File: src/rtl/hex_score_display_pkg.sv
// hex_display_pkg: types, constants and the segment decode function shared by
// the hex_score_display block and its seg7_decode sub-module.
//   state_t    : conversion FSM states (IDLE, SHIFT, COMMIT)
//   SEG_BLANK  : active-low pattern with every segment off
//   SEG_DASH   : active-low pattern with only segment g lit
//   seg7_of()  : 4-bit BCD digit -> 7-bit active-low segments, bit order g..a
package hex_display_pkg;

    typedef enum logic [1:0] {
        IDLE,
        SHIFT,
        COMMIT
    } state_t;

    localparam logic [6:0] SEG_BLANK = 7'h7F;
    localparam logic [6:0] SEG_DASH  = 7'h3F;

    function automatic logic [6:0] seg7_of(input logic [3:0] bcd4);
        logic [6:0] seg;
        case (bcd4)
            4'd0:    seg = 7'h40;
            4'd1:    seg = 7'h79;
            4'd2:    seg = 7'h24;
            4'd3:    seg = 7'h30;
            4'd4:    seg = 7'h19;
            4'd5:    seg = 7'h12;
            4'd6:    seg = 7'h02;
            4'd7:    seg = 7'h78;
            4'd8:    seg = 7'h00;
            4'd9:    seg = 7'h10;
            default: seg = SEG_BLANK;
        endcase
        return seg;
    endfunction

endpackage

File: src/rtl/hex_score_display_if.sv
// hex_score_display_if: request/result bundle between the game logic and the
// score display driver.
//   value    : unsigned binary score (sampled on an accepted load)
//   load     : start-conversion strobe
//   blank    : level, forces every digit dark
//   busy     : conversion in flight
//   done     : one-cycle pulse when a new result is committed
//   overflow : committed result did not fit in NUM_DIGITS
//   bcd      : committed BCD digits, digit 0 at [3:0]
//   hex_out  : active-low segments, digit i at [7i+6:7i]
// master = requester (game logic / bench), slave = hex_score_display.
interface hex_score_display_if #(
    parameter int BIN_WIDTH  = 12,
    parameter int NUM_DIGITS = 4
);
    logic [BIN_WIDTH-1:0]    value;
    logic                    load;
    logic                    blank;
    logic                    busy;
    logic                    done;
    logic                    overflow;
    logic [4*NUM_DIGITS-1:0] bcd;
    logic [7*NUM_DIGITS-1:0] hex_out;

    modport master (
        output value, load, blank,
        input  busy, done, overflow, bcd, hex_out
    );

    modport slave (
        input  value, load, blank,
        output busy, done, overflow, bcd, hex_out
    );
endinterface

File: src/rtl/hex_score_display_seg7_decode.sv
// seg7_decode: combinational BCD digit to active-low seven-segment decoder.
//   bcd4 : 4-bit BCD digit (10..15 decode to all segments off)
//   seg  : active-low segments, bit order g..a (bit 0 = a)
module seg7_decode
    import hex_display_pkg::*;
(
    input  logic [3:0] bcd4,
    output logic [6:0] seg
);
    assign seg = seg7_of(bcd4);
endmodule

File: src/rtl/hex_score_display.sv
// hex_score_display: sequential binary-to-seven-segment score driver.
// A load captures the binary score; a shift-add-3 engine converts it to BCD at
// one bit per cycle, then the result, overflow flag and segment image are
// committed together so the display never shows a partial conversion.
//   CLOCK_50 : system clock, rising edge
//   resetn   : asynchronous active-low reset
//   bus      : hex_score_display_if slave (value/load/blank in,
//              busy/done/overflow/bcd/hex_out out)
module hex_score_display
    import hex_display_pkg::*;
#(
    parameter int BIN_WIDTH     = 12,
    parameter int NUM_DIGITS    = 4,
    parameter int BLANK_LEADING = 1
) (
    input  logic             CLOCK_50,
    input  logic             resetn,
    hex_score_display_if.slave bus
);
    localparam int CW   = $clog2(BIN_WIDTH + 1);
    localparam int BCDW = 4 * NUM_DIGITS;
    localparam logic [CW-1:0] LAST_SHIFT = CW'(BIN_WIDTH - 1);
    localparam logic BLANK_LZ = (BLANK_LEADING != 0);

    state_t state;
    state_t state_next;

    logic                 load_acc;
    logic                 shift_en;
    logic                 commit_en;

    logic [BIN_WIDTH-1:0] bin_sr;
    logic [BCDW-1:0]      work;
    logic [BCDW-1:0]      work_adj;
    logic [CW-1:0]        count;
    logic                 ovf_sticky;

    logic [BCDW-1:0]      bcd_q;
    logic                 ovf_q;
    logic                 done_q;
    logic                 shown_q;

    logic [7*NUM_DIGITS-1:0] dec;
    logic [NUM_DIGITS-1:0]   keep;
    logic                    seen;
    logic [7*NUM_DIGITS-1:0] hex;

    // ---------------- FSM: state register ----------------
    always_ff @(posedge CLOCK_50 or negedge resetn) begin
        if (!resetn) begin
            state <= IDLE;
        end else begin
            state <= state_next;
        end
    end

    // ---------------- FSM: next state ----------------
    always_comb begin
        state_next = state;
        case (state)
            IDLE:    if (bus.load) state_next = SHIFT;
            SHIFT:   if (count == LAST_SHIFT) state_next = COMMIT;
            COMMIT:  state_next = IDLE;
            default: state_next = IDLE;
        endcase
    end

    // ---------------- FSM: outputs / strobes ----------------
    always_comb begin
        load_acc  = (state == IDLE) && bus.load;
        shift_en  = (state == SHIFT);
        commit_en = (state == COMMIT);
        bus.busy  = (state != IDLE);
    end

    // Add 3 to every nibble >= 5 so the following left shift doubles in decimal.
    always_comb begin
        work_adj = work;
        for (int unsigned i = 0; i < NUM_DIGITS; i++) begin
            if (work[4*i +: 4] >= 4'd5) begin
                work_adj[4*i +: 4] = work[4*i +: 4] + 4'd3;
            end
        end
    end

    // ---------------- conversion datapath ----------------
    always_ff @(posedge CLOCK_50 or negedge resetn) begin
        if (!resetn) begin
            bin_sr     <= '0;
            work       <= '0;
            count      <= '0;
            ovf_sticky <= 1'b0;
        end else if (load_acc) begin
            bin_sr     <= bus.value;
            work       <= '0;
            count      <= '0;
            ovf_sticky <= 1'b0;
        end else if (shift_en) begin
            // A 1 leaving the top nibble means the value needs another digit.
            {work, bin_sr} <= {work_adj[BCDW-2:0], bin_sr, 1'b0};
            ovf_sticky     <= ovf_sticky | work_adj[BCDW-1];
            count          <= count + 1'b1;
        end
    end

    // ---------------- commit registers ----------------
    // shown_q keeps the digits dark until the first result after reset, so the
    // reset image is all-off rather than a decoded "0".
    always_ff @(posedge CLOCK_50 or negedge resetn) begin
        if (!resetn) begin
            bcd_q   <= '0;
            ovf_q   <= 1'b0;
            done_q  <= 1'b0;
            shown_q <= 1'b0;
        end else begin
            done_q <= commit_en;
            if (commit_en) begin
                bcd_q   <= work;
                ovf_q   <= ovf_sticky;
                shown_q <= 1'b1;
            end
        end
    end

    // ---------------- display ----------------
    for (genvar g = 0; g < NUM_DIGITS; g++) begin : g_digit
        seg7_decode u_dec (
            .bcd4 (bcd_q[4*g +: 4]),
            .seg  (dec[7*g +: 7])
        );
    end

    // Scan from the top digit down: a digit is shown once any digit at or
    // above it is nonzero; digit 0 is always shown.
    always_comb begin
        keep = '0;
        seen = 1'b0;
        for (int unsigned k = 0; k < NUM_DIGITS; k++) begin
            seen = seen
                 | (bcd_q[4*(NUM_DIGITS-1-k) +: 4] != 4'd0)
                 | (k == NUM_DIGITS - 1);
            keep[NUM_DIGITS-1-k] = seen | ~BLANK_LZ;
        end
    end

    always_comb begin
        hex = '1;
        for (int unsigned i = 0; i < NUM_DIGITS; i++) begin
            if (bus.blank || !shown_q) begin
                hex[7*i +: 7] = SEG_BLANK;
            end else if (ovf_q) begin
                hex[7*i +: 7] = SEG_DASH;
            end else if (keep[i]) begin
                hex[7*i +: 7] = dec[7*i +: 7];
            end else begin
                hex[7*i +: 7] = SEG_BLANK;
            end
        end
    end

    assign bus.done     = done_q;
    assign bus.overflow = ovf_q;
    assign bus.bcd      = bcd_q;
    assign bus.hex_out  = hex;

endmodule

File: src/flat_wrapper.sv
// flat-port wrapper written by rule: the top's interface ports become plain ports
module hex_score_display_flat import hex_display_pkg::*;
#(
    parameter int BIN_WIDTH     = 12,
    parameter int NUM_DIGITS    = 4,
    parameter int BLANK_LEADING = 1
)
  (CLOCK_50, resetn, bus_value, bus_load, bus_blank, bus_busy, bus_done, bus_overflow, bus_bcd, bus_hex_out);
  hex_score_display_if #(.BIN_WIDTH(BIN_WIDTH), .NUM_DIGITS(NUM_DIGITS)) bus_i ();
  input  logic CLOCK_50;
  input  logic resetn;
  input wire logic [$bits(bus_i.value)-1:0] bus_value;
  input wire logic [$bits(bus_i.load)-1:0] bus_load;
  input wire logic [$bits(bus_i.blank)-1:0] bus_blank;
  output wire logic [$bits(bus_i.busy)-1:0] bus_busy;
  output wire logic [$bits(bus_i.done)-1:0] bus_done;
  output wire logic [$bits(bus_i.overflow)-1:0] bus_overflow;
  output wire logic [$bits(bus_i.bcd)-1:0] bus_bcd;
  output wire logic [$bits(bus_i.hex_out)-1:0] bus_hex_out;
  assign bus_i.value = bus_value;
  assign bus_i.load = bus_load;
  assign bus_i.blank = bus_blank;
  assign bus_busy = bus_i.busy;
  assign bus_done = bus_i.done;
  assign bus_overflow = bus_i.overflow;
  assign bus_bcd = bus_i.bcd;
  assign bus_hex_out = bus_i.hex_out;
  hex_score_display #(.BIN_WIDTH(BIN_WIDTH), .NUM_DIGITS(NUM_DIGITS), .BLANK_LEADING(BLANK_LEADING)) u_core (.CLOCK_50(CLOCK_50), .resetn(resetn), .bus(bus_i));
endmodule
File: config.mk
export PLATFORM = sky130hd
export DESIGN_NAME = hex_score_display_flat
export DESIGN_NICKNAME = d
export VERILOG_FILES = /design/src/rtl/hex_score_display_pkg.sv /design/src/rtl/hex_score_display_if.sv /design/src/rtl/hex_score_display_seg7_decode.sv /design/src/rtl/hex_score_display.sv /design/src/flat_wrapper.sv
export SDC_FILE = /design/constraint.sdc
export NUM_CORES = 1
export LEC_CHECK = 0
export CORE_MARGIN = 2
export CORE_UTILIZATION = 38
export DETAILED_ROUTE_END_ITERATION = 12
export GPL_ROUTABILITY_DRIVEN = 0
export PLACE_DENSITY = 0.69
export SETUP_SLACK_MARGIN = 0.15
export SYNTH_ARGS = -nofsm -noshare
export SYNTH_HDL_FRONTEND = slang
export SYNTH_SLANG_ARGS = --single-unit
File: constraint.sdc
create_clock -name CLOCK_50 -period 1.9 [get_ports CLOCK_50]
set_input_delay 0.38 -clock CLOCK_50 [delete_from_list [all_inputs] [get_ports CLOCK_50]]
set_output_delay 0.38 -clock CLOCK_50 [all_outputs]
set_load 0.05 [all_outputs]
==> results.yml, run 1 <==
outcome:
  outcome: "finished with violations"
  violations: "setup timing"
floorplanning:
  rows: 34
  fp.coreArea_um2: 8810
  fp.dieW_um: 99.8
  io_pins: 63
  die_y_um: 99.8
  die_area_um2: 9970
  start_util_pct: 39.6
clock_tree:
  cts_made_buffers: 5
  clock_path_buffers: 2
  cts_max_level: 2
  cts_tree: "done"
  cts-root-buf: "clkbuf_8"
  clk_latency_ns: 0.31
  clk_pin_slew_ns: 0.10
  clkSinkCount: 54
sta:
  tightest_slew_ns: 0.487
  finalClockSkew_ns: 0.00753
  rsz0062_at_grt: "true"
  report.final.slew_viol_count: 0
  relSlewSlack_pct: 67.7
  fmax_mhz: 440
  fin_tns_setup_ns: -6.38
  period_minus_slack_ns: 2.27
  min_period_over_period_pct: 120
  fin_ws_ns: -0.373
  final-setup-viol-count: 26
  hold_viol: 0
logic_synthesis:
  ys.flop_type: "dfrtp_1"
  synth_edf_count: 0
  ys_types: 47
  async_flop_share_pct: 100
  netlist_area_um2: 3490
  synth.net_count: 441
  ys_warn_count: 0
  synthCells: 396
  ys_seq_area_share_pct: 38.7
  syn_avg_cell_area_um2: 8.82
  ys_ff_latch: 54
routing:
  avgViaCountPerCell: 5.25
  drc_errors: 0
  vias: 3156
  drt-wirelength-per-cell_um: 14.1
  routed_wl_um: 8450
  first_pass_iters: 4
  ant_nets: 0
  drtIter0Drc: 99
pwr:
  power_w: 0.00768
  ir_worst_vdd_uv: 598
  power_density_nw_per_um2: 1440
  p_leak_nw: 2.23
global_route:
  grt_first_pass_wirelength_um: 14300
  grt_max_degree: 55
  grt_pass1_vias: 3081
  grtUsageMet2_pct: 29.2
  gr-total-overflow: 0
  antenna_found_initial: 0
  grt.total_usage_pct: 17.1
  met1_usage_pct: 23.2
  use_met3_pct: 2.37
  busiest_layer: "met2"
cells_and_area:
  diodes: 0
  layout_common_cells: "54 x buf_4, 38 x o21ai_0, 38 x dfrtp_1, 36 x nand2_1, 28 x buf_6"
  fillCellCount: 730
  drive_gt1_share_pct: 42.0
  register_area_um2: 1380
  fin_area_um2: 5320
  area_growth_syn_to_layout_pct: 52.3
  multi_input_area_um2: 2490
  final_common_cell: "buf_4"
  fin_nets: 537
setup_path:
  worstSetupPathType: "flop to primary output"
  end_kind: "primary output"
  path_depth: 8
  crit_arrival_ns: 1.89
  crit_buf_inv: 3
  crit_slowest_cell: "dfrtp_2"
  cpPeakStageDelay_ns: 0.43
  crit_family: "simple AND/OR/NAND/NOR gates"
  cp_max_fo: 5
  cp-start-kind: "flop"
  r2r_cells: 6
  required_ns: 1.52
  crit_chain: "inv_4, ha_4, nor3b_4, and3_4, a31oi_4, buf_12, o21ai_4, buf_6"
placement:
  place_hpwl_um: 6000
  place_ws_ns: -0.332
  place_area_um2: 4770
  port_buffers: 62
min_path:
  hold_class: "primary input to asynchronous set/reset pin"
run:
  cap_violations: 0
## worst paths after layout
kind / start / endpoint / slack, ns
max reg2reg: u_core.work[0] / u_core.work[1] / 0.34
min: resetn / u_core.bin_sr[5] / 0.06
max: u_core.bus.bcd[13] / bus_hex_out[10] / -0.37
max in group asynchronous: resetn / u_core.bus.bcd[1] / 1.58
min reg2reg: u_core.bin_sr[0] / u_core.bin_sr[0] / 0.52
min in group CLOCK_50: u_core.bin_sr[0] / u_core.bin_sr[0] / 0.52
## area by class of cell
class	count	area share (%)
Clock inverter	1	0.565
Tap cell	108	2.54
Sequential cell	54	25.9
Inverter	24	1.88
Timing Repair Buffer	111	20.7
Clock buffer	7	1.62
Multi-Input combinational cell	296	46.8
## synthesized netlist by cell type, drive strengths merged, types with 2 or more instances
| cell | instances | area (um^2) |
|---|---|---|
| o31ai | 6 | 45.0 |
| ha | 29 | 363 |
| nor3b | 3 | 38.8 |
| and3 | 3 | 23.8 |
| nor2 | 22 | 82.6 |
| xnor2 | 4 | 35.0 |
| nand2b | 13 | 81.3 |
| o22ai | 5 | 31.3 |
| and2b | 2 | 15.0 |
| or2 | 3 | 18.8 |
| o21ai | 53 | 265 |
| o211ai | 2 | 20.0 |
| a31oi | 2 | 27.5 |
| clkbuf | 8 | 30.0 |
| dfrtp | 54 | 1350 |
| nor2b | 21 | 131 |
| buf | 14 | 85.1 |
| a22oi | 11 | 82.6 |
| a22o | 7 | 61.3 |
| inv | 24 | 90.1 |
| nand2 | 46 | 175 |
| xor2 | 3 | 26.3 |
| a21oi | 31 | 159 |
| o311ai | 4 | 35.0 |
| nand3 | 8 | 40.0 |
| mux2 | 9 | 109 |
## power by group
group          internal [W]  switching, W  total, W
combinational       0.00211       0.00277   0.00488
clock              0.000430      0.000373  0.000803
sequential          0.00156      0.000427   0.00199
total               0.00411       0.00357   0.00768
## cells by family (layout without fill, tap and decap cells)
kind of cell | Yosys count | in the layout | share of synthesized area [%]
buf+inv | 46 | 143 | 5.88
compound gates | 127 | 127 | 22.3
simple gates | 124 | 124 | 17.9
mux | 9 | 9 | 3.12
fa+ha+maj | 29 | 29 | 10.4
flops | 54 | 54 | 38.7
xor+xnor | 7 | 7 | 1.76
## routing by layer
metal	vias up	wire, um
li1	1559	-
met1	1522	3940
met2	61	4110
met3	14	273
met4	0	121
met5	-	0
## state kept, by name (all words and copies together) (netlist names)
signal / flops
u_core.bus.bcd: 16
u_core.bus.overflow: 1
u_core.work: 16
u_core.bus.done: 1
u_core.shown_q: 1
u_core.count: 4
u_core.state: 2
u_core.ovf_sticky: 1
u_core.bin_sr: 12
## stage by stage
| stage | cells | hold WS [ns] | utilization [%] |
|---|---|---|---|
| floorplan | 396 | 0.0844 | - |
| global placement | 580 | 0.396 | 54.2 |
| detailed placement | 580 | 0.408 | 54.2 |
| CTS | 598 | 0.0685 | 59.1 |
| global route | 601 | 0.0646 | 60.4 |
| finish | 601 | 0.0592 | 60.4 |
## timing repair
action / 4_1_cts / 5_1_grt
buffers inserted: 10 / 3
setup endpoints to repair: 29 / 29
pin swaps: 17 / 13
hold buffers: 0 / 0
resized for setup: 60 / 22
Power figures use the tool's default switching activity.
==> run 2, diff against run 1 <==
- CTS_BUF_LIST: unset -> sky130_fd_sc_hd__clkbuf_4 sky130_fd_sc_hd__clkbuf_8
==> run 2 against run 1 <==
Against the previous run:
- the flow still finishes with violations (setup timing)
- final cell count shrank 0.17%
- largest cell class unchanged
- wire length shrank 1.2%
- flip-flop and latch count is the same
- highest routed layer unchanged
- worst hold slack lost 0.0030 ns
- count of clock-buffer cells in the layout is the same
- total power is essentially flat
- critical path depth is the same
==> results.yml, run 2 (synthesis results as in run 1) <==
setup_path:
  worstReg2RegStart: "u_core.work[0]"
  cp-start-kind: "flop"
  crit_family: "simple AND/OR/NAND/NOR gates"
  cpPeakStageDelay_ns: 0.42
  worstSetupStartpoint: "u_core.bus.bcd[12]"
  crit_chain: "inv_2, ha_4, nor3b_4, and3_4, a31oi_4, buf_12, o21ai_4, buf_6"
  crit_arrival_ns: 1.89
  worstSetupPathType: "flop to primary output"
  cp_max_fo: 5
  end_kind: "primary output"
  crit_buf_inv: 3
  required_ns: 1.52
  crit_slowest_cell: "dfrtp_2"
cells_and_area:
  final_common_cell: "buf_4"
  fin_util_pct: 60.6
  diodes: 0
  area_growth_syn_to_layout_pct: 52.8
  fin_area_um2: 5340
  drive_gt1_share_pct: 42.1
  fin_nets: 536
  layout_common_cells: "52 x buf_4, 38 x o21ai_0, 38 x dfrtp_1, 36 x nand2_1, 29 x buf_6"
floorplanning:
  fp.coreArea_um2: 8810
  io_pins: 63
  fp.dieW_um: 99.8
  die_y_um: 99.8
  die_area_um2: 9970
  rows: 34
  start_util_pct: 39.6
pwr:
  clockPowerShare_pct: 10.6
  p_comb_share_pct: 63.4
  power_density_nw_per_um2: 1440
  intPower_w: 0.00411
  swShare_pct: 46.4
  switchingPower_w: 0.00356
  p_seq_share_pct: 26.0
  ir_worst_vdd_uv: 593
  p_leak_nw: 2.23
sta:
  min_period_over_period_pct: 119
  finalClockSkew_ns: 0.00482
  rsz0062_at_grt: "true"
  final-setup-viol-count: 25
  period_minus_slack_ns: 2.27
  report.final.slew_viol_count: 0
  fin_ws_ns: -0.370
  relSlewSlack_pct: 67.7
  fmax_mhz: 440
  tightest_slew_ns: 0.487
  hold_viol: 0
  holdWs_ns: 0.0561
routing:
  drtIter0Drc: 96
  ant_nets: 0
  drc_errors: 0
  routed_wl_um: 8340
  drt-wirelength-per-cell_um: 13.9
  first_pass_iters: 4
  vias: 3166
  avgViaCountPerCell: 5.28
placement:
  port_buffers: 62
  place_area_um2: 4770
  place_hpwl_um: 6000
clock_tree:
  clkSinkCount: 54
  cts_made_buffers: 5
  clk_pin_slew_ns: 0.09
  cts_tree: "done"
  cts-root-buf: "clkbuf_8"
  clock_path_buffers: 2
  cts_max_level: 2
  clk_latency_ns: 0.31
run:
  cap_violations: 0
global_route:
  antenna_found_initial: 0
  grt.total_usage_pct: 17.0
  gr-total-overflow: 0
  grt_max_degree: 55
  grt_first_pass_wirelength_um: 14300
  grt_pass1_vias: 3084
min_path:
  hold_class: "primary input to asynchronous set/reset pin"
outcome:
  violations: "setup timing"
  outcome: "finished with violations"
-- run 2: final timing paths --
path	end	slack (ns)	depth (start not counted)
worst min-delay path	u_core.bin_sr[5]	0.06	2
worst max-delay path	bus_hex_out[10]	-0.37	8
max in group asynchronous	u_core.bus.bcd[1]	1.58	2
worst min register to register	u_core.bin_sr[0]	0.52	2
min in group CLOCK_50	u_core.bin_sr[0]	0.52	2
worst max register to register	u_core.work[1]	0.36	6
-- run 2: through the flow --
step | setup WS [ns] | instances | power [W] | setup TNS, ns
2_1_floorplan | -0.158 | 396 | 0.00517 | -1.18
3_3_place_gp | -0.303 | 580 | 0.00622 | -4.86
3_5_place_dp | -0.332 | 580 | 0.00635 | -5.52
4_1_cts | -0.393 | 598 | 0.00753 | -6.88
5_1_grt | -0.475 | 600 | 0.00824 | -8.76
6_report | -0.370 | 600 | 0.00767 | -6.31
-- run 2: per-layer routing --
metal  up-vias  part of all wire (%)  GRT usage, %
li1       1561                     -             -
met1      1520                    45          23.0
met2        71                    50          29.1
met3        14                   3.6          2.37
met4         0                   1.5          4.11
met5         -                     0             0
-- run 2: layout make-up --
| type | count | area, um^2 |
|---|---|---|
| Clock inverter | 1 | 30.0 |
| Inverter | 24 | 100 |
| Tap cell | 108 | 135 |
| Fill cell | 724 | 3470 |
| Multi-Input combinational cell | 296 | 2510 |
| Clock buffer | 7 | 90.1 |
| Timing Repair Buffer | 110 | 1090 |
| Sequential cell | 54 | 1380 |
-- run 2: what timing repair did --
item | CTS | global route
gates resized for setup | 60 | 25
pin swaps | 17 | 13
hold buffers | 0 | 0
setup buffers | 10 | 2
setup endpoints to repair | 29 | 29
-- run 2: power by group through the flow --
| stage | combinational [W] | clock, W | sequential (W) |
|---|---|---|---|
| after floorplan | 0.00293 | 0 | 0.00224 |
| after global placement | 0.00422 | 0 | 0.00200 |
| after detailed placement | 0.00433 | 0 | 0.00202 |
| after CTS | 0.00472 | 0.000835 | 0.00198 |
| after global routing | 0.00530 | 0.000875 | 0.00207 |
| final | 0.00487 | 0.000810 | 0.00199 |
